==> config.mk <==
export PLATFORM = sky130hd
export DESIGN_NAME = uart_tx_arbiter_flat
export DESIGN_NICKNAME = d
export VERILOG_FILES = /design/src/rtl/uart_tx_arbiter_if.sv /design/src/rtl/uart_tx_arbiter.sv /design/src/flat_wrapper.sv
export SDC_FILE = /design/constraint.sdc
export NUM_CORES = 1
export LEC_CHECK = 0
export BUFFER_PORTS_ARGS = -buffer_cell sky130_fd_sc_hd__buf_4
export CAP_MARGIN = 20
export CORE_AREA = 2 2 60 48
export DETAILED_ROUTE_END_ITERATION = 6
export DIE_AREA = 0 0 62 50
export MAX_ROUTING_LAYER = met4
export PLACE_DENSITY = 0.84
export REMOVE_ABC_BUFFERS = 1
export SYNTH_ARGS = -nofsm -noshare
export SYNTH_HDL_FRONTEND = slang
export SYNTH_SLANG_ARGS = --single-unit
export TNS_END_PERCENT = 100
==> constraint.sdc <==
create_clock -name clk -period 1.95 [get_ports clk]
set_input_delay 0.0975 -clock clk [delete_from_list [all_inputs] [get_ports clk]]
set_output_delay 0.0975 -clock clk [all_outputs]
set_load 0.01 [all_outputs]
==> src/rtl/uart_tx_arbiter_if.sv <==
// Handshake bundle between the byte producers, the arbiter and the UART
// transmitter. The arbiter connects through the master modport; the
// environment (producers plus transmitter) uses the slave modport.
`timescale 1ns / 1ps

interface uart_tx_arbiter_if #(
    parameter int N_REQ = 4
);
    logic [N_REQ-1:0]   req;
    logic [8*N_REQ-1:0] req_data;
    logic [N_REQ-1:0]   grant;
    logic [7:0]         tx_data;
    logic               tx_start;
    logic               txd_done;
    logic               busy;
    logic               timeout_err;

    modport master (
        input  req, req_data, txd_done,
        output grant, tx_data, tx_start, busy, timeout_err
    );

    modport slave (
        output req, req_data, txd_done,
        input  grant, tx_data, tx_start, busy, timeout_err
    );
endinterface

==> src/rtl/uart_tx_arbiter.sv <==
// Round-robin arbiter sharing one UART transmitter among N_REQ byte
// producers. One frame in flight at a time; tx_data is frozen from launch
// until the next selection; optional idle gap after each frame.
// Optional watchdog in WAIT_DONE is enabled by defining UART_ARB_TIMEOUT_EN.
`timescale 1ns / 1ps

module uart_tx_arbiter #(
    parameter int N_REQ          = 4,
    parameter int GAP_CYCLES     = 0,
    parameter int TIMEOUT_CYCLES = 8192
) (
    input  logic              clk,
    input  logic              rst_n,
    uart_tx_arbiter_if.master bus
);

    localparam int PW = $clog2(N_REQ);
    localparam int IW = PW + 1;
    localparam int GW = (GAP_CYCLES > 1) ? $clog2(GAP_CYCLES) : 1;
    localparam logic [GW-1:0] GAP_LOAD = (GAP_CYCLES > 0) ? GW'(GAP_CYCLES - 1) : '0;
    localparam logic [PW-1:0] LAST_IDX = PW'(N_REQ - 1);
    localparam logic [IW-1:0] N_WIDE   = IW'(N_REQ);

    // Reject configurations outside the supported range at elaboration.
    if (N_REQ < 2 || N_REQ > 8 || GAP_CYCLES < 0 || TIMEOUT_CYCLES < 1) begin : g_bad_params
        $error("uart_tx_arbiter: parameter out of range");
    end

    typedef enum logic [1:0] {
        S_IDLE,
        S_LAUNCH,
        S_WAIT_DONE,
        S_GAP
    } state_t;

    state_t            state_q, state_d;
    logic [PW-1:0]     ptr_q;
    logic [PW-1:0]     win_q;
    logic [PW-1:0]     win_sel;
    logic [IW-1:0]     idx;
    logic [N_REQ-1:0]  grant_d;
    logic              req_any;
    logic              timeout_hit;
    logic [GW-1:0]     gap_cnt_q;
    logic [N_REQ-1:0]  grant_q;
    logic [7:0]        tx_data_q;
    logic              tx_start_q;
    logic              busy_q;

    assign req_any = |bus.req;

    // Round-robin search: walk offsets from the far end back toward ptr so
    // the requester closest to ptr (wrapping) is the one left selected.
    // NOTE: every signal written in always_comb gets a default first, so no
    // path leaves it unassigned and no latch is inferred.
    always_comb begin
        win_sel = ptr_q;
        idx     = '0;
        grant_d = '0;
        for (int i = N_REQ - 1; i >= 0; i--) begin
            idx = {1'b0, ptr_q} + IW'(i);
            if (idx >= N_WIDE) begin
                idx = idx - N_WIDE;
            end
            if (bus.req[idx[PW-1:0]]) begin
                win_sel = idx[PW-1:0];
            end
        end
        grant_d[win_sel] = 1'b1;
    end

    // State register.
    // NOTE: sequential state is written with non-blocking assignments so all
    // flops update together from values sampled before the edge.
    always_ff @(posedge clk) begin
        if (!rst_n) begin
            state_q <= S_IDLE;
        end else begin
            state_q <= state_d;
        end
    end

    // Next-state logic; requests only matter in IDLE, completion only in WAIT_DONE.
    always_comb begin
        state_d = state_q;
        unique case (state_q)
            S_IDLE: begin
                if (req_any) begin
                    state_d = S_LAUNCH;
                end
            end
            S_LAUNCH: begin
                state_d = S_WAIT_DONE;
            end
            S_WAIT_DONE: begin
                if (bus.txd_done || timeout_hit) begin
                    state_d = (GAP_CYCLES > 0) ? S_GAP : S_IDLE;
                end
            end
            S_GAP: begin
                if (gap_cnt_q == '0) begin
                    state_d = S_IDLE;
                end
            end
            default: begin
                state_d = S_IDLE;
            end
        endcase
    end

    // Registered outputs, winner capture, round-robin pointer and gap counter.
    always_ff @(posedge clk) begin
        if (!rst_n) begin
            grant_q    <= '0;
            tx_data_q  <= 8'h00;
            tx_start_q <= 1'b0;
            busy_q     <= 1'b0;
            win_q      <= '0;
            ptr_q      <= '0;
            gap_cnt_q  <= '0;
        end else begin
            grant_q    <= '0;
            tx_start_q <= 1'b0;
            busy_q     <= (state_d != S_IDLE);

            if (state_q == S_IDLE && req_any) begin
                grant_q    <= grant_d;
                tx_start_q <= 1'b1;
                tx_data_q  <= bus.req_data[{win_sel, 3'b000} +: 8];
                win_q      <= win_sel;
            end

            if (state_q == S_LAUNCH) begin
                ptr_q <= (win_q == LAST_IDX) ? '0 : win_q + 1'b1;
            end

            if (state_q == S_WAIT_DONE && state_d == S_GAP) begin
                gap_cnt_q <= GAP_LOAD;
            end else if (state_q == S_GAP) begin
                gap_cnt_q <= gap_cnt_q - 1'b1;
            end
        end
    end

`ifdef UART_ARB_TIMEOUT_EN
    localparam logic [23:0] TO_LAST = 24'(TIMEOUT_CYCLES - 1);

    logic [23:0] wd_cnt_q;
    logic        timeout_err_q;

    // A completion pulse landing on the limit cycle wins over the watchdog.
    assign timeout_hit = (state_q == S_WAIT_DONE) && !bus.txd_done && (wd_cnt_q == TO_LAST);

    // Watchdog counts cycles spent in WAIT_DONE, restarted by every launch.
    always_ff @(posedge clk) begin
        if (!rst_n) begin
            wd_cnt_q      <= '0;
            timeout_err_q <= 1'b0;
        end else begin
            timeout_err_q <= timeout_hit;
            if (state_q == S_LAUNCH) begin
                wd_cnt_q <= '0;
            end else if (state_q == S_WAIT_DONE) begin
                wd_cnt_q <= wd_cnt_q + 24'd1;
            end
        end
    end

    assign bus.timeout_err = timeout_err_q;
`else
    assign timeout_hit     = 1'b0;
    assign bus.timeout_err = 1'b0;
`endif

    assign bus.grant    = grant_q;
    assign bus.tx_data  = tx_data_q;
    assign bus.tx_start = tx_start_q;
    assign bus.busy     = busy_q;

endmodule
==> src/flat_wrapper.sv <==
// flat-port wrapper written by rule: the top's interface ports become plain ports
module uart_tx_arbiter_flat 
#(
    parameter int N_REQ          = 4,
    parameter int GAP_CYCLES     = 0,
    parameter int TIMEOUT_CYCLES = 8192
)
  (clk, rst_n, bus_req, bus_req_data, bus_txd_done, bus_grant, bus_tx_data, bus_tx_start, bus_busy, bus_timeout_err);
  uart_tx_arbiter_if #(.N_REQ(N_REQ)) bus_i ();
  input  logic clk;
  input  logic rst_n;
  input wire logic [$bits(bus_i.req)-1:0] bus_req;
  input wire logic [$bits(bus_i.req_data)-1:0] bus_req_data;
  input wire logic [$bits(bus_i.txd_done)-1:0] bus_txd_done;
  output wire logic [$bits(bus_i.grant)-1:0] bus_grant;
  output wire logic [$bits(bus_i.tx_data)-1:0] bus_tx_data;
  output wire logic [$bits(bus_i.tx_start)-1:0] bus_tx_start;
  output wire logic [$bits(bus_i.busy)-1:0] bus_busy;
  output wire logic [$bits(bus_i.timeout_err)-1:0] bus_timeout_err;
  assign bus_i.req = bus_req;
  assign bus_i.req_data = bus_req_data;
  assign bus_i.txd_done = bus_txd_done;
  assign bus_grant = bus_i.grant;
  assign bus_tx_data = bus_i.tx_data;
  assign bus_tx_start = bus_i.tx_start;
  assign bus_busy = bus_i.busy;
  assign bus_timeout_err = bus_i.timeout_err;
  uart_tx_arbiter #(.N_REQ(N_REQ), .GAP_CYCLES(GAP_CYCLES), .TIMEOUT_CYCLES(TIMEOUT_CYCLES)) u_core (.clk(clk), .rst_n(rst_n), .bus(bus_i));
endmodule
Yosys cells after proc, flatten, opt, wreduce, memory -nomap -nowiden

Index checks and enable logic that the tools add are counted.

Shifts and indexed selects: 1
Bitwise gates (word level): 1
Reductions and logical operators: 8
Eq/ne operators: 5
Div/mod/pow operators: 0
Multiply operators: 0
Magnitude comparators: 10
Add/sub/neg operators: 9
Multiplexer cells: 24

Operators with widths:

| cell                                                               | number |
|---|---|
| indexed part select 32 x 6 -> 8 bit                                | 1 |
| two-way mux 2 bit                                                  | 12 |
| less-than comparator 2 x 3 -> 1 bit (second input constant)        | 5 |
| greater-or-equal comparator 3 bit (second input constant)          | 3 |
| binary-select mux 1 bit (select 2 bit)                             | 4 |
| == test 2 bit (second input constant)                              | 4 |
| one-hot mux 2 bit (4 select lines)                                 | 1 |
| subtractor 2 x 1 -> 2 bit (second input constant)                  | 4 |
| adder 2 x 2 -> 3 bit (second input constant)                       | 2 |
| two-way mux 1 bit                                                  | 6 |
| OR reduction 4 bit                                                 | 1 |
| adder 2 x 1 -> 3 bit (second input constant)                       | 1 |
| greater-or-equal comparator 2 x 3 -> 1 bit (second input constant) | 1 |
| logical AND 1 bit                                                  | 3 |
| adder 2 x 1 -> 2 bit (second input constant)                       | 1 |
| demux 1 bit (select 2 bit)                                         | 1 |
| == test 2 x 1 -> 1 bit (second input constant)                     | 1 |
| greater-or-equal comparator 2 x 1 -> 1 bit (second input constant) | 1 |
| logical NOT 2 bit                                                  | 1 |
| AND reduction 2 bit                                                | 1 |
| nonzero test 2 bit                                                 | 1 |
| OR reduction 2 bit                                                 | 1 |
| inverter 1 bit                                                     | 1 |
| subtractor 1 bit (second input constant)                           | 1 |

Flip-flop bits (word level): 21
Latch bits: 0
Memories kept: 0
Input port bits: 39
Output and inout bits: 15
Memory bits (writable): 0
Memory bits (read-only): 0

Longest topological paths before layout

Word-level depth: 13
Depth in mapped cells: 6

Worst setup path before layout

Ideal clock, no wire load.

Path type: reg2reg
Start point: register u_core.ptr_q[1]
End point: register u_core.tx_data_q[7], in the netlist u_core.bus.tx_data[7]
Period minus slack after synthesis: 1.444 ns
Buffers on the path: 1
Required time: 1.824 ns
Stages on the path, launching flop included: 7
Setup time: 0.126 ns
Path slack: 0.506 ns
Arrival time: 1.317 ns
Path through: dfxtp_1 > or3_1 > o21ai_1 > o31ai_2 > buf_6 > mux2i_1 > o221ai_2

Word-level cells in the longest chain between the ends: 10
Elaborated cells between the ends (all ways): 28
Those cells by class: add/sub: 7; order compare: 4; shift: 1; mux: 16

Ends and longest elaborated chain:

| item                                                                                  | line                                         | text |
|---|---|---|
| start, declared                                                                       | uart_tx_arbiter.sv:37                        | `logic [PW-1:0] ptr_q;` |
| start signal, assigned                                                                | uart_tx_arbiter.sv:134                       | `ptr_q <= (win_q == LAST_IDX) ? '0 : win_q + 1'b1;` |
| adder 2 x 2 -> 3 bit                                                                  | uart_tx_arbiter.sv:61                        | `idx = {1'b0, ptr_q} + IW'(i);` |
| greater-or-equal comparator 3 bit / subtractor 2 x 1 -> 2 bit (equally long branches) | uart_tx_arbiter.sv:62, uart_tx_arbiter.sv:63 |  |
| two-way mux 2 bit                                                                     | uart_tx_arbiter.sv:62                        | `if (idx >= N_WIDE) begin` |
| binary-select mux 1 bit (select 2 bit)                                                | uart_tx_arbiter.sv:65                        | `if (bus.req[idx[PW-1:0]]) begin` |
| two-way mux 1 bit (not written as such)                                               | uart_tx_arbiter.sv:65                        |  |
| two-way mux 2 bit (3 in a row)                                                        | uart_tx_arbiter.sv:65                        |  |
| two-way mux 2 bit *                                                                   | uart_tx_arbiter.sv:65                        |  |
| indexed part select 32 x 6 -> 8 bit *                                                 | uart_tx_arbiter.sv:129                       | `tx_data_q <= bus.req_data[{win_sel, 3'b000} +: 8];` |
| end signal, assigned                                                                  | uart_tx_arbiter.sv:129                       |  |
| end, declared                                                                         | uart_tx_arbiter.sv:46                        | `logic [7:0] tx_data_q;` |

Every way passes the cells marked *; elsewhere a longest branch is shown, timed or not. The select of a mux whose other input is x is not followed.
A chain may end at the register's enable or synchronous reset.

Worst setup path in the final report

Start point: register u_core.ptr_q[1]
End point: register u_core.tx_data_q[5], in the netlist u_core.bus.tx_data[5]

Same word-level chain as after synthesis.

==> reports/results.txt <==
Status -> completed
Total core area -> 0.00250 mm²
Pwr dens -> 710 mW/mm²
Peak supply drop -> 0.422 mV
First-pass GRT wire length -> 4500 µm
ANT nets after route -> 0
Global Route Usage Sum -> 20.3%
DIE AREA -> 0.00310 mm²
Startpoint types -> register
Leakage -> 0.666 nW
GPL Wtd Cong -> 0.848
Initial antenna violation count -> 0
Vias per inst -> 5.13
IO buf count -> 52
Layout cells sized above 1 -> 43.6%
I/O pin count -> 54
Fillers -> 227
DR WL/cell -> 14.8 µm
Final wirelength -> 2830 µm
DR pass1 iterations -> 2
Fin crit share -> 94.1%
CTS clk-pin slew, worst paths -> 0.13 ns
Highest routed layer -> met4
Largest net degree at the start of global routing -> 13
Post-Syn Area -> 0.00104 mm²
Hold_buf cts -> 0
CTS buffer count -> 3
Relative slew slack -> 52.7%
Crit path max fanout -> 10
Unrepaired setup endpoints after global routing -> false
Synthesis Warnings -> 0
Hold Slack -> 0.0595 ns
Dpl hpwl -> 2140 µm
Initial Util -> 41.7%
Setup violators final -> 0
Drt drc -> 0
Die height -> 50 µm
Final nets -> 197
Total overflow reported by the global router -> 0
Fmax -> 0.545 GHz
Fin Clk Skew -> 0.0104 ns
Max Cap Viol -> 0
Final hold violations -> 0
Clock sinks -> 21
Post-CTS Setup Bufs -> 0
Cell variety after synth -> 29
CTS H-tree depth -> 1
HP Class -> input port to register
Worst-skew pair later-pin latency -> 0.31 ns
Cells after synthesis -> 103
P&R area growth vs syn -> 44.0%
Clock buffer depth -> 2
DR WL met2 -> 1500 µm
Critical path type -> register to register
Synth Area per Inst -> 10.1 µm²
CTS tree -> done
Sequential fraction of the synthesis area -> 40.3%
Ant. Diodes -> 0
Root buffer cell -> clkbuf_4
Vias in the first global route -> 1028
Worst EP required -> 2.14 ns
Die width -> 62 µm
Cell Rows -> 16
Most common cell after layout, fill and taps aside -> buf_4
Crit path time final -> 1.84 ns
Worst setup EP type -> register
Number of synthesized register bits -> 21
DRT iter0 DRCs -> 6
CP arrival -> 2.03 ns
WL met1 -> 1170 µm
Actual slew at the worst max-slew pin -> 0.709 ns
Met3 WL -> 145 µm
Final Max Tran Viols -> 0
Via count of the routed design -> 985
Overall Power -> 1.07 mW
Most frequent cells in the layout -> buf_4, dfxtp_1, mux2i_1, nand2_1, nor2b_1
==> metal layers <==
layer	global-route usage, %	vias to the layer above
li1	-	483
met1	21.4	463
met2	37.0	37
met3	4.72	2
met4	4.61	0
met5	-	-
==> critical path, cell delays in order, from the launching register on <==
cell      delay, ns
dfxtp_1        0.40
or3_1          0.13
o21ai_1        0.14
o31ai_4        0.62
mux2i_1        0.31
o221ai_2       0.12
==> Yosys cell counts (all sizes together) <==
cell     number  area (µm²)
a211oi        1        20.0
a21boi        1        7.51
a21oi         1        5.00
a2bb2oi       1        8.76
a31oi         1        6.26
and2          2        15.0
buf           5        41.3
conb          1        3.75
dfxtp        21         420
ha            1        12.5
inv           2        7.51
mux2i        19         190
nand2        12        47.6
nand2b        2        12.5
nor2          6        22.5
nor2b         9        56.3
o21ai         3        15.0
o221a         2        22.5
o221ai        8        88.8
o31ai         1        12.5
or2           1        6.26
or3           2        12.5
xnor2         1        8.76
==> where the power goes <==
group,internal [mW],switching (mW),leakage [nW],total (mW)
clock,0.0765,0.137,0.0177,0.214
combinational,0.185,0.157,0.476,0.342
sequential,0.480,0.0317,0.173,0.512
total,0.741,0.326,0.666,1.07
==> flip-flops by register name, summed over array words and instances (netlist names) <==
signal / count
u_core.bus.tx_data: 8
u_core.bus.grant: 4
u_core.ptr_q: 2
u_core.state_q: 2
u_core.win_q: 2
u_core.bus.busy: 1
u_core.bus.tx_start: 1
u_core.gap_cnt_q: 1
==> what timing repair did <==
action                                  CTS  global route
gates resized for setup                   1             0
pin swaps                                 1             1
endpoints found under the setup margin    8             6
cloned                                    1             0
endpoints found under the hold margin     0             0
==> cell families (layout without fill, tap and decap cells) <==
logic type                 count (synthesis)  in the layout  synth area share [%]
other                                      1              1                 0.359
buffers and inverters                      7             59                  4.68
AOI/OAI and AO/OA                         19             20                  17.9
muxes                                     19             19                  18.2
and+or+nand+nor                           34             34                  16.5
xor gates and xnor gates                   1              1                 0.839
adders and majority gates                  1              1                  1.20
DFF                                       21             21                  40.3
==> final timing paths <==
kind	from	end	slack (ns)	cells after the start
hold / removal	rst_n	u_core.gap_cnt_q	0.06	2
setup reg to reg	u_core.ptr_q[1]	u_core.bus.tx_data[5]	0.11	5
hold reg to reg	u_core.bus.tx_data[4]	u_core.bus.tx_data[4]	0.49	2
setup / recovery	u_core.ptr_q[1]	u_core.bus.tx_data[5]	0.11	5
==> stage by stage <==
stage	cell area, µm²	setup WS (ns)	util (%)	TNS (ns)	instances
2_1_floorplan	1000	-0.355	-	-3.21	98
3_3_place_gp	1450	-0.0501	58.1	-0.264	187
3_5_place_dp	1450	-0.170	58.1	-1.08	187
4_1_cts	1500	0.0302	60.1	0	192
5_1_grt	1500	0.00242	60.1	0	192
6_report	1500	0.114	60.1	0	192
==> final cells by class <==
| class | instances | area (µm²) | share of cell area (%) |
|---|---|---|---|
| well taps | 36 | 45.0 | 3.00 |
| multi-input cells | 76 | 604 | 40.2 |
| clock buffers | 3 | 22.5 | 1.50 |
| repair buffers | 53 | 398 | 26.5 |
| flip-flops and latches | 21 | 420 | 28.0 |
| clock inverters | 1 | 5.00 | 0.333 |
| inverters | 2 | 7.51 | 0.500 |
No activity file was read; power rests on OpenSTA's default activity.
